==> src/rtl/cmd_phys_sequencer.sv <==
// cmd_phys_sequencer: sequences the SD host CMD-line physical layer, one command at a time.
//   A request from the CMD control layer enables the CMD transmitter. The response receiver
//   is then armed, unless the command expects no response. The captured response goes back
//   to the control layer through a strobe/ack handshake.
//
// Optional feature macro: CMD_RESP_TIMEOUT_EN
//   Defined   : a response timeout counter is built and drives timeout_error.
//   Undefined : WAIT_RESP waits indefinitely, and timeout_error is tied to 0.
//
// Ports (all logic on the rising edge of sd_clock, synchronous active-high reset):
//   sd_clock, reset                     clock and synchronous reset
//   strobe_in, ack_in, idle_in          control-layer request, acknowledge and abort
//   no_response                         command expects no response (latched on accept)
//   pad_response[RESP_WIDTH]            parallel response from the CMD receiver
//   transmission_complete               CMD transmitter done
//   reception_complete                  CMD receiver holds a complete response
//   enable_tx, enable_rx                transmitter / receiver enables
//   strobe_out, response[RESP_WIDTH]    result toward the control layer
//   timeout_error                       last command timed out
//   idle_out                            sequencer idle
module cmd_phys_sequencer #(
  parameter int unsigned TIMEOUT_CYCLES = 64,
  parameter int unsigned TIMER_WIDTH    = 8,
  parameter int unsigned RESP_WIDTH     = 136
) (
  input  logic                  sd_clock,
  input  logic                  reset,
  input  logic                  strobe_in,
  input  logic                  ack_in,
  input  logic                  idle_in,
  input  logic                  no_response,
  input  logic [RESP_WIDTH-1:0] pad_response,
  input  logic                  transmission_complete,
  input  logic                  reception_complete,
  output logic                  enable_tx,
  output logic                  enable_rx,
  output logic                  strobe_out,
  output logic [RESP_WIDTH-1:0] response,
  output logic                  timeout_error,
  output logic                  idle_out
);

  // Elaboration-time check of the timeout range. The check also keeps both timer parameters
  // referenced when the timeout feature is compiled out.
  if (TIMEOUT_CYCLES < 1 || TIMEOUT_CYCLES > (2 ** TIMER_WIDTH) - 1) begin : g_bad_timeout
    $error("TIMEOUT_CYCLES out of range for TIMER_WIDTH");
  end

  typedef enum logic [1:0] {StIdle, StSend, StWaitResp, StDone} state_e;

  state_e                state_q, state_d;
  logic                  no_resp_q, no_resp_d;
  logic [RESP_WIDTH-1:0] response_q, response_d;
  logic                  enable_tx_q, enable_rx_q, strobe_out_q, idle_out_q;

`ifdef CMD_RESP_TIMEOUT_EN
  logic [TIMER_WIDTH-1:0] timer_q, timer_d;
  logic                   timeout_q, timeout_d;
  logic                   timer_expired;

  assign timer_expired = (timer_q == TIMER_WIDTH'(TIMEOUT_CYCLES - 1));
`endif

  always_comb begin
    state_d    = state_q;
    no_resp_d  = no_resp_q;
    response_d = response_q;
`ifdef CMD_RESP_TIMEOUT_EN
    timer_d    = timer_q;
    timeout_d  = timeout_q;
`endif
    // Abort overrides every non-idle state; response and timeout status are held.
    if (idle_in && (state_q != StIdle)) begin
      state_d = StIdle;
    end else begin
      case (state_q)
        StIdle: begin
          // ack_in low is required so a strobe still held during the ack tail cannot retrigger.
          if (strobe_in && !ack_in && !idle_in) begin
            state_d    = StSend;
            no_resp_d  = no_response;
            response_d = '0;
`ifdef CMD_RESP_TIMEOUT_EN
            timeout_d  = 1'b0;
`endif
          end
        end
        StSend: begin
          if (transmission_complete) begin
            if (no_resp_q) begin
              state_d = StDone;
            end else begin
              state_d = StWaitResp;
`ifdef CMD_RESP_TIMEOUT_EN
              timer_d = '0;
`endif
            end
          end
        end
        StWaitResp: begin
          // Reception wins over a timeout landing in the same cycle.
          if (reception_complete) begin
            response_d = pad_response;
            state_d    = StDone;
`ifdef CMD_RESP_TIMEOUT_EN
          end else if (timer_expired) begin
            timeout_d = 1'b1;
            state_d   = StDone;
          end else if (timer_q != '1) begin
            timer_d = timer_q + TIMER_WIDTH'(1);
`endif
          end
        end
        StDone: begin
          if (ack_in) state_d = StIdle;
        end
        default: state_d = StIdle;
      endcase
    end
  end

  // Outputs are registered and decoded from the next state, giving one-cycle latency.
  always_ff @(posedge sd_clock) begin
    if (reset) begin
      state_q      <= StIdle;
      no_resp_q    <= 1'b0;
      response_q   <= '0;
      enable_tx_q  <= 1'b0;
      enable_rx_q  <= 1'b0;
      strobe_out_q <= 1'b0;
      idle_out_q   <= 1'b1;
    end else begin
      state_q      <= state_d;
      no_resp_q    <= no_resp_d;
      response_q   <= response_d;
      enable_tx_q  <= (state_d == StSend);
      enable_rx_q  <= (state_d == StWaitResp);
      strobe_out_q <= (state_d == StDone);
      idle_out_q   <= (state_d == StIdle);
    end
  end

`ifdef CMD_RESP_TIMEOUT_EN
  always_ff @(posedge sd_clock) begin
    if (reset) begin
      timer_q   <= '0;
      timeout_q <= 1'b0;
    end else begin
      timer_q   <= timer_d;
      timeout_q <= timeout_d;
    end
  end

  assign timeout_error = timeout_q;
`else
  assign timeout_error = 1'b0;
`endif

  assign enable_tx  = enable_tx_q;
  assign enable_rx  = enable_rx_q;
  assign strobe_out = strobe_out_q;
  assign idle_out   = idle_out_q;
  assign response   = response_q;

endmodule

==> config.mk <==
export PLATFORM = sky130hd
export DESIGN_NAME = cmd_phys_sequencer
export DESIGN_NICKNAME = d
export VERILOG_FILES = /design/src/rtl/cmd_phys_sequencer.sv
export SDC_FILE = /design/constraint.sdc
export NUM_CORES = 1
export LEC_CHECK = 0
export ABC_AREA = 1
export CAP_MARGIN = 30
export CORE_MARGIN = 2
export CORE_UTILIZATION = 46
export DETAILED_ROUTE_END_ITERATION = 7
export PLACE_DENSITY = 0.93
export SLEW_MARGIN = 20
export SYNTH_ARGS = -nofsm -noshare
export SYNTH_HDL_FRONTEND = slang
export SYNTH_SLANG_ARGS = --single-unit
export TNS_END_PERCENT = 30
==> constraint.sdc <==
create_clock -name sd_clock -period 3.57 [get_ports sd_clock]
set_input_delay 0.357 -clock sd_clock [delete_from_list [all_inputs] [get_ports sd_clock]]
set_output_delay 0.357 -clock sd_clock [all_outputs]
set_load 0.05 [all_outputs]
After elaboration in Yosys (flattened, before gate mapping)
Index checks and enable logic that the tools add are counted.
Cells by class
  eq/ne operators: 8
  muxes and demuxes: 10
  bitwise gates (word level): 1
  reduce and logical (&&, ||, !) cells: 11
Operators with widths (count)
  2-to-1 mux 136 bit: 2
  case mux 136 bit (2 select lines): 1
  2-to-1 mux 2 bit: 5
  equality test 2 bit, second input constant: 4
  case mux 2 bit (4 select lines): 1
  equality test 2 x 1 -> 1 bit, second input constant: 2
  logical NOT 2 bit: 2
  != test 2 bit, second input constant: 2
  AND reduction 4 bit: 1
  nonzero test 2 bit: 2
  logical AND 1 bit: 3
  AND reduction 3 bit: 1
  logical NOT 1 bit: 2
  2-to-1 mux 1 bit: 1
  inverter 1 bit: 1
Storage, ports and cells
  flip-flop bits (word level): 143
  input bits: 144
  output and inout bits: 141
  word-level logic and storage cells: 37

Depth between registers and ports, before layout
Gate-level depths: netlist (run 1).
  depth after elaboration: 7
  gate-level depth with buffers: 9
  mapped depth without buffers: 8

Worst setup path after synthesis (run 1)
Ideal clock, no wire load.
  kind: register to register
  from: reg state_q[0]
  to: reg response_q[0], in the netlist response[0]
  setup time: 0.117 ns
  arrival time: 1.192 ns
  data required time: 3.453 ns
  slack: 2.261 ns
  stages on the path, launching flop included: 8
  path buffers: 2
  clock period less this slack: 1.309 ns
  cell sequence: dfxtp_1 -> nor2_1 -> nand3_1 -> nand2_1 -> buf_4 -> buf_4 -> a21oi_1 -> nor2_1
Between the ends
  word-level cells in the longest chain between the ends: 4
  elaborated cells on any way between the ends: 10
  classes of those cells: eq/ne (3); mux (1); bitwise (1); reduce/logical (5)
RTL lines
  start: declaration: line 51  | state_e state_q, state_d;
  start signal: assignment: line 125  | state_q <= StIdle;
  start signal: assignment: line 133  | state_q <= state_d;
  branches (longest 4 deep; another with AND reduction 4 bit)
  end signal: assignment: line 135  | response_q <= response_d;
  end: declaration: line 53  | logic [RESP_WIDTH-1:0] response_q, response_d;
Several ways; the timed one is not identified.
A chain may end at the register's enable or synchronous reset.

Worst setup path in the final report (run 1)
  from: reg state_q[0]
  to: reg response_q[25], in the netlist response[25]
Same word-level chain as after synthesis.

==> flow_summary.ini, run 1 <==
[cts]
clkLatencyLatePin_ns = 0.41
post-cts-setup-buffer-count = 0
cts_repair_resize_count = 0
cts_sinks = 143
clkTransAtPathRegs_ns = 0.06
h-tree-depth = 4
cts.path.max_buffers = 2
cts-root-buf = sky130_fd_sc_hd__clkbuf_16
tritoncts = done
cts-buffers-inserted = 17
cts_hold_buf = 0

[drt]
wire_per_inst_um = 13.0
total_vias_in_the_final_route = 7054
vias_per_cell = 4.80
detail_route.drc_violations = 0
drt_first_pass_iters = 4
antenna_left = 0
wirelength_um = 19200
drt_iter0_markers = 355

[floorplan]
area_of_the_core_um2 = 14000
chipHeight_um = 124
die_width_um = 124
io_pins = 285
initial_core_utilization = 0.474
core.rowCount = 43
floorplan.die_area_um2 = 15400

[yosys]
mappedNetlistArea_um2 = 6630
synth-warning-count = 0
area_contributors_post_synth = sky130_fd_sc_hd__dfxtp_1, sky130_fd_sc_hd__nand2_1, sky130_fd_sc_hd__nor2_1
postSynthAreaPerCell_um2 = 6.34
synth_seq_area_share = 0.432
synth_top_area_share = 0.432
syn_inst = 1045
synth.distinct_cells = 18
yosys_register_bits = 143
synth_area_leader_cell = sky130_fd_sc_hd__dfxtp_1
synth.net_count = 1189

[min_path]
min_from = no_resp_q
worst_hold_path_type = reg -> reg

[setup_path]
timing.critical_path.cells = nor2_1 -> nand3_1 -> nand2_4 -> buf_4 -> nand3_1 -> nand2_1 -> nor2_1
timing.critical_path.arrival_ns = 2.35
worst_path_largest_cell_delay_ns = 0.67
crit_required_ns = 3.87
crit_slowest_cell = sky130_fd_sc_hd__buf_4
cp_num_buf_inv = 1
startpoint = state_q[0]
setup.worst_path.class = reg -> reg
timing.critical_path.max_delay_family = simple AND/OR/NAND/NOR gates
reg2reg_setup_slack_ns = 1.52
critical_path.reg2reg.startpoint = state_q[0]
critical_path.startpoint_type = flip-flop
timing.critical_path.fanout_max = 94
critical_path.endpoint_type = flip-flop

[global_routing]
globalRouteTotalUtil = 0.240
antenna_found_initial = 0
grt_overflow_total = 0
pin_count_of_the_biggest_net_entering_global_routing = 166
grt_first_pass_wirelength_um = 28700
grt_pass1_vias = 6212

[finish]
fillers = 1050
antenna_cells = 0
synthToLayoutAreaGrowth_pct = 52.2
layout-drive-gt1-share = 0.0341
multi_input_comb_area_um2 = 2900
layout.area.seq_um2 = 2860
finalNetCount = 1422

[sta]
period_share = 0.573
timing.final.ws_setup_ns = 1.52
period_needed_ns = 2.05
worst_clock_skew_ns = 0.00519
final_hold_viol_count = 0
timing_worst_slew_pin_value_ns = 0.890
report.final.slew_viol_count = 0
worst_hold_slack_ns = 0.473
setup_tns_ns = 0
setup-violations-final = 0
rsz0062_at_grt = no
max_freq_ghz = 0.489
maxSlewHeadroom = 0.406

[power]
p_leak_nw = 4.62
pwr_density_cell_nw_per_um2 = 511
power.ir.vdd_worst_uv = 300

[outcome]
status = finished clean

[run]
maxcap_viol_count = 0

[place]
dp_hpwl_um = 12400
io_buffers = 283
placement.setup.worst_slack_ns = 1.19
gp_routability_congestion = 0.781
==> worst paths after layout <==
check,cells after the start,end
worst min-delay path,2,no_resp_q
worst max register to register,7,response[25]
worst min register to register,2,no_resp_q
worst max-delay path,7,response[25]
==> report_power, final <==
| group | switching [mW] | internal [mW] |
|---|---|---|
| Combinational | 0.797 | 0.474 |
| Sequential | 0.0619 | 1.72 |
| Clock | 0.666 | 1.44 |
==> final cells by class <==
cell class                      instances  share of cell area
Clock buffer                           22              0.0470
Clock inverter                         10              0.0228
Inverter                              119              0.0445
Multi-Input combinational cell        706               0.288
Sequential cell                       143               0.284
Tap cell                              180              0.0223
Timing Repair Buffer                  291               0.292
==> worst register-to-register path, cell delays in order (launching register included) <==
cell	delay, ns
sky130_fd_sc_hd__dfxtp_1	0.39
sky130_fd_sc_hd__nor2_1	0.16
sky130_fd_sc_hd__nand3_1	0.20
sky130_fd_sc_hd__nand2_4	0.14
sky130_fd_sc_hd__buf_4	0.68
sky130_fd_sc_hd__nand3_1	0.21
sky130_fd_sc_hd__nand2_1	0.11
sky130_fd_sc_hd__nor2_1	0.05
==> routing by layer <==
layer  track usage  up-vias  part of all wire
li1              -     3608                 -
met1         0.250     3113              0.37
met2         0.423      284              0.49
met3        0.0925       49              0.10
met4         0.115        0             0.031
met5             0        -                 0
==> through the flow <==
stage	cell area (um2)	utilization	cells	total power [mW]
global route	10100	0.721	1471	5.37
global placement	9360	0.669	1438	3.06
floorplan	6630	-	1045	2.62
detailed placement	9360	0.669	1438	3.08
CTS	10100	0.720	1470	5.19
finish	10100	0.721	1471	5.15
==> cell usage in the layout, fill, tap and decap left out, types with 2 or more instances in the layout <==
master                            count
sky130_fd_sc_hd__o21ai_0              3
sky130_fd_sc_hd__buf_12               4
sky130_fd_sc_hd__dfxtp_1            143
sky130_fd_sc_hd__a21oi_1             84
sky130_fd_sc_hd__clkinvlp_4           2
sky130_fd_sc_hd__clkdlybuf4s50_1    283
sky130_fd_sc_hd__nor2_1             250
sky130_fd_sc_hd__clkbuf_1             2
sky130_fd_sc_hd__clkbuf_8             3
sky130_fd_sc_hd__buf_4                4
sky130_fd_sc_hd__nand3_1             84
sky130_fd_sc_hd__clkbuf_16           17
sky130_fd_sc_hd__bufinv_16            7
sky130_fd_sc_hd__nand2_1            279
sky130_fd_sc_hd__nand2_4              2
sky130_fd_sc_hd__inv_1              117
==> registers in the layout, indices dropped and copies added (netlist names) <==
register and count:
enable_tx 1, idle_out 1, enable_rx 1, strobe_out 1
no_resp_q 1, state_q 2, response 136
==> cells in the mapped netlist <==
cell type	count
sky130_fd_sc_hd__buf_4	4
sky130_fd_sc_hd__nand3_1	84
sky130_fd_sc_hd__nand2_2	1
sky130_fd_sc_hd__clkbuf_1	15
sky130_fd_sc_hd__inv_1	118
sky130_fd_sc_hd__nor2_1	250
sky130_fd_sc_hd__o21ai_0	3
sky130_fd_sc_hd__dfxtp_1	143
sky130_fd_sc_hd__a21oi_1	84
sky130_fd_sc_hd__nand2_1	280
sky130_fd_sc_hd__o21bai_1	1
sky130_fd_sc_hd__buf_2	41
sky130_fd_sc_hd__buf_6	11
sky130_fd_sc_hd__buf_1	6
sky130_fd_sc_hd__nor2_4	1
sky130_fd_sc_hd__o21ai_1	1
sky130_fd_sc_hd__conb_1	1
sky130_fd_sc_hd__inv_2	1
==> cell families after synthesis <==
kind of cell | count (synthesis) | share of synthesized area
other cells | 1 | 0.000566
simple gates | 616 | 0.366
buf+inv | 196 | 0.133
compound gates | 89 | 0.0676
flops | 143 | 0.432
(Power assumes the default switching activity.)
==> run 2, diff against run 1 <==
--- a/config.mk
+++ b/config.mk
@@ -8,9 +8,9 @@
 export ABC_AREA = 1
 export CAP_MARGIN = 30
 export CORE_MARGIN = 2
-export CORE_UTILIZATION = 46
+export CORE_UTILIZATION = 43
 export DETAILED_ROUTE_END_ITERATION = 7
-export PLACE_DENSITY = 0.93
+export PLACE_DENSITY = 0.88
 export SLEW_MARGIN = 20
 export SYNTH_ARGS = -nofsm -noshare
 export SYNTH_HDL_FRONTEND = slang
==> constraint.sdc (replaced) <==
create_clock -name sd_clock -period 2 [get_ports sd_clock]
set_input_delay 0.2 -clock sd_clock [delete_from_list [all_inputs] [get_ports sd_clock]]
set_output_delay 0.2 -clock sd_clock [all_outputs]
set_load 0.05 [all_outputs]
==> run 2 against run 1 <==
Compared with the run above:
- worst setup slack got worse by 1.3 ns
- critical path depth fell by 6
- clock skew rose by 0.0022 ns
- critical endpoint is now response[33]
- largest cell class unchanged
==> flow_summary.ini, run 2 (synthesis gave the netlist of run 1 again) <==
[outcome]
status = finished clean

[setup_path]
cp_num_buf_inv = 1
crit_required_ns = 1.80
crit_cells = 1
worst_path_largest_cell_delay_ns = 0.85
timing.critical_path.cells = clkdlybuf4s50_1
r2r_cells = 9
timing.critical_path.arrival_ns = 1.62
crit_slowest_cell = sky130_fd_sc_hd__clkdlybuf4s50_1
critical_path.startpoint_type = flip-flop
r2r-end = strobe_out
timing.critical_path.fanout_max = 2
critical_path.endpoint_type = primary output
setup.worst_path.class = reg -> out
critical_path.reg2reg.startpoint = state_q[1]
worst_setup_path_endpoint = response[33]
timing.critical_path.max_delay_family = buffers and inverters
startpoint = response[33]
reg2reg_setup_slack_ns = 0.37

[floorplan]
area_of_the_core_um2 = 15100
die_width_um = 128
io_pins = 285
initial_core_utilization = 0.438
floorplan.die_area_um2 = 16400
chipHeight_um = 128
core.rowCount = 45

[sta]
final_hold_viol_count = 0
worst_hold_slack_ns = 0.433
period_share = 0.911
worst_clock_skew_ns = 0.00737
timing_worst_slew_pin_value_ns = 0.568
setup-violations-final = 0
rsz0062_at_grt = no
maxSlewHeadroom = 0.620
max_freq_ghz = 0.549
period_needed_ns = 1.82
report.final.slew_viol_count = 0
setup_tns_ns = 0
timing.final.ws_setup_ns = 0.178

[cts]
post-cts-setup-buffer-count = 0
cts_hold_buf = 0
cts_repair_resize_count = 0
tritoncts = done
cts_sinks = 143
clkTransAtPathRegs_ns = 0.06
clkLatencyLatePin_ns = 0.41
cts-root-buf = sky130_fd_sc_hd__clkbuf_16
cts.path.max_buffers = 2
cts-buffers-inserted = 17
h-tree-depth = 4

[drt]
wire_per_inst_um = 13.0
antenna_left = 0
drt_iter0_markers = 299
vias_per_cell = 4.70
detail_route.drc_violations = 0
wirelength_um = 19300
drt_first_pass_iters = 4
total_vias_in_the_final_route = 6998

[finish]
synthToLayoutAreaGrowth_pct = 54.8
layout-drive-gt1-share = 0.0400
largest_reg_flops = 136
final_cell_mix = sky130_fd_sc_hd__clkdlybuf4s50_1, sky130_fd_sc_hd__nand2_1, sky130_fd_sc_hd__nor2_1
final_common_cell = sky130_fd_sc_hd__clkdlybuf4s50_1
antenna_cells = 0
finalNetCount = 1431
fillers = 1266

[global_routing]
grt_pass1_vias = 6326
antenna_found_initial = 0
grt_overflow_total = 0
globalRouteTotalUtil = 0.231
grt_first_pass_wirelength_um = 30500
pin_count_of_the_biggest_net_entering_global_routing = 81

[power]
power.ir.vdd_worst_uv = 523
pwr_density_cell_nw_per_um2 = 899
p_leak_nw = 4.70

[place]
gp_routability_congestion = 0.812
placement.setup.worst_slack_ns = 0.182
dp_hpwl_um = 13200
io_buffers = 283

[run]
maxcap_viol_count = 0

[min_path]
worst_hold_path_type = in -> reg
[run 2: changes by cell type in the layout (fill, tap and decap cells not counted)]
cell / delta
sky130_fd_sc_hd__buf_12: +8
sky130_fd_sc_hd__buf_4: +1
sky130_fd_sc_hd__clkbuf_1: +1
sky130_fd_sc_hd__clkbuf_8: -1
sky130_fd_sc_hd__clkinv_4: +1
sky130_fd_sc_hd__clkinvlp_4: -1
[run 2: worst min-delay path by stage]
| stage | from | end | slack, ns | cells past startpoint |
|---|---|---|---|---|
| after CTS | pad_response[126] | response[126] | 0.42 | 5 |
| after global routing | pad_response[40] | response[40] | 0.44 | 5 |
| after global placement | no_resp_q | no_resp_q | 0.44 | 2 |
| after detailed placement | no_resp_q | no_resp_q | 0.45 | 2 |
| after floorplan | no_response | no_resp_q | 0.39 | 2 |
| final | pad_response[35] | response[35] | 0.43 | 5 |
[run 2: metrics by stage]
| step | instances | util | total power, mW | instance area, um2 |
|---|---|---|---|---|
| detailed placement | 1456 | 0.631 | 5.54 | 9560 |
| global route | 1488 | 0.677 | 9.61 | 10300 |
| floorplan | 1045 | - | 4.68 | 6630 |
| CTS | 1488 | 0.677 | 9.29 | 10300 |
| finish | 1488 | 0.677 | 9.22 | 10300 |
| global placement | 1456 | 0.631 | 5.51 | 9560 |
[run 2: worst reg2reg max path: stages (launching register included)]
cell and delay [ns]:
sky130_fd_sc_hd__dfxtp_1 0.41, sky130_fd_sc_hd__inv_1 0.11, sky130_fd_sc_hd__nor2_4 0.16, sky130_fd_sc_hd__buf_4 0.36
sky130_fd_sc_hd__nor2_1 0.09, sky130_fd_sc_hd__o21ai_0 0.14, sky130_fd_sc_hd__nand2_1 0.11, sky130_fd_sc_hd__inv_1 0.08
sky130_fd_sc_hd__nand2_1 0.06, sky130_fd_sc_hd__inv_1 0.05
[run 2: final cells by class]
cell class                      instances  area, um2  share of cell area
Clock buffer                           22        464              0.0453
Clock inverter                         10        231              0.0226
Inverter                              119        449              0.0438
Multi-Input combinational cell        706       2900               0.283
Sequential cell                       143       2860               0.279
Tap cell                              188        235              0.0229
Timing Repair Buffer                  300       3110               0.303
[run 2: report_power, final]
group	total, mW	internal [mW]	switching (mW)
clock	3.73	2.53	1.19
combinational	2.31	0.879	1.43
sequential	3.18	3.07	0.112
total	9.22	6.48	2.73
[run 2: per-layer routing]
| metal | vias to the layer above | wire length, um | GRT usage |
|---|---|---|---|
| li1 | 3619 | - | - |
| met3 | 40 | 1510 | 0.0760 |
| met1 | 3108 | 7950 | 0.268 |
| met5 | - | 0 | 0 |
| met2 | 231 | 9310 | 0.394 |
| met4 | 0 | 512 | 0.0944 |
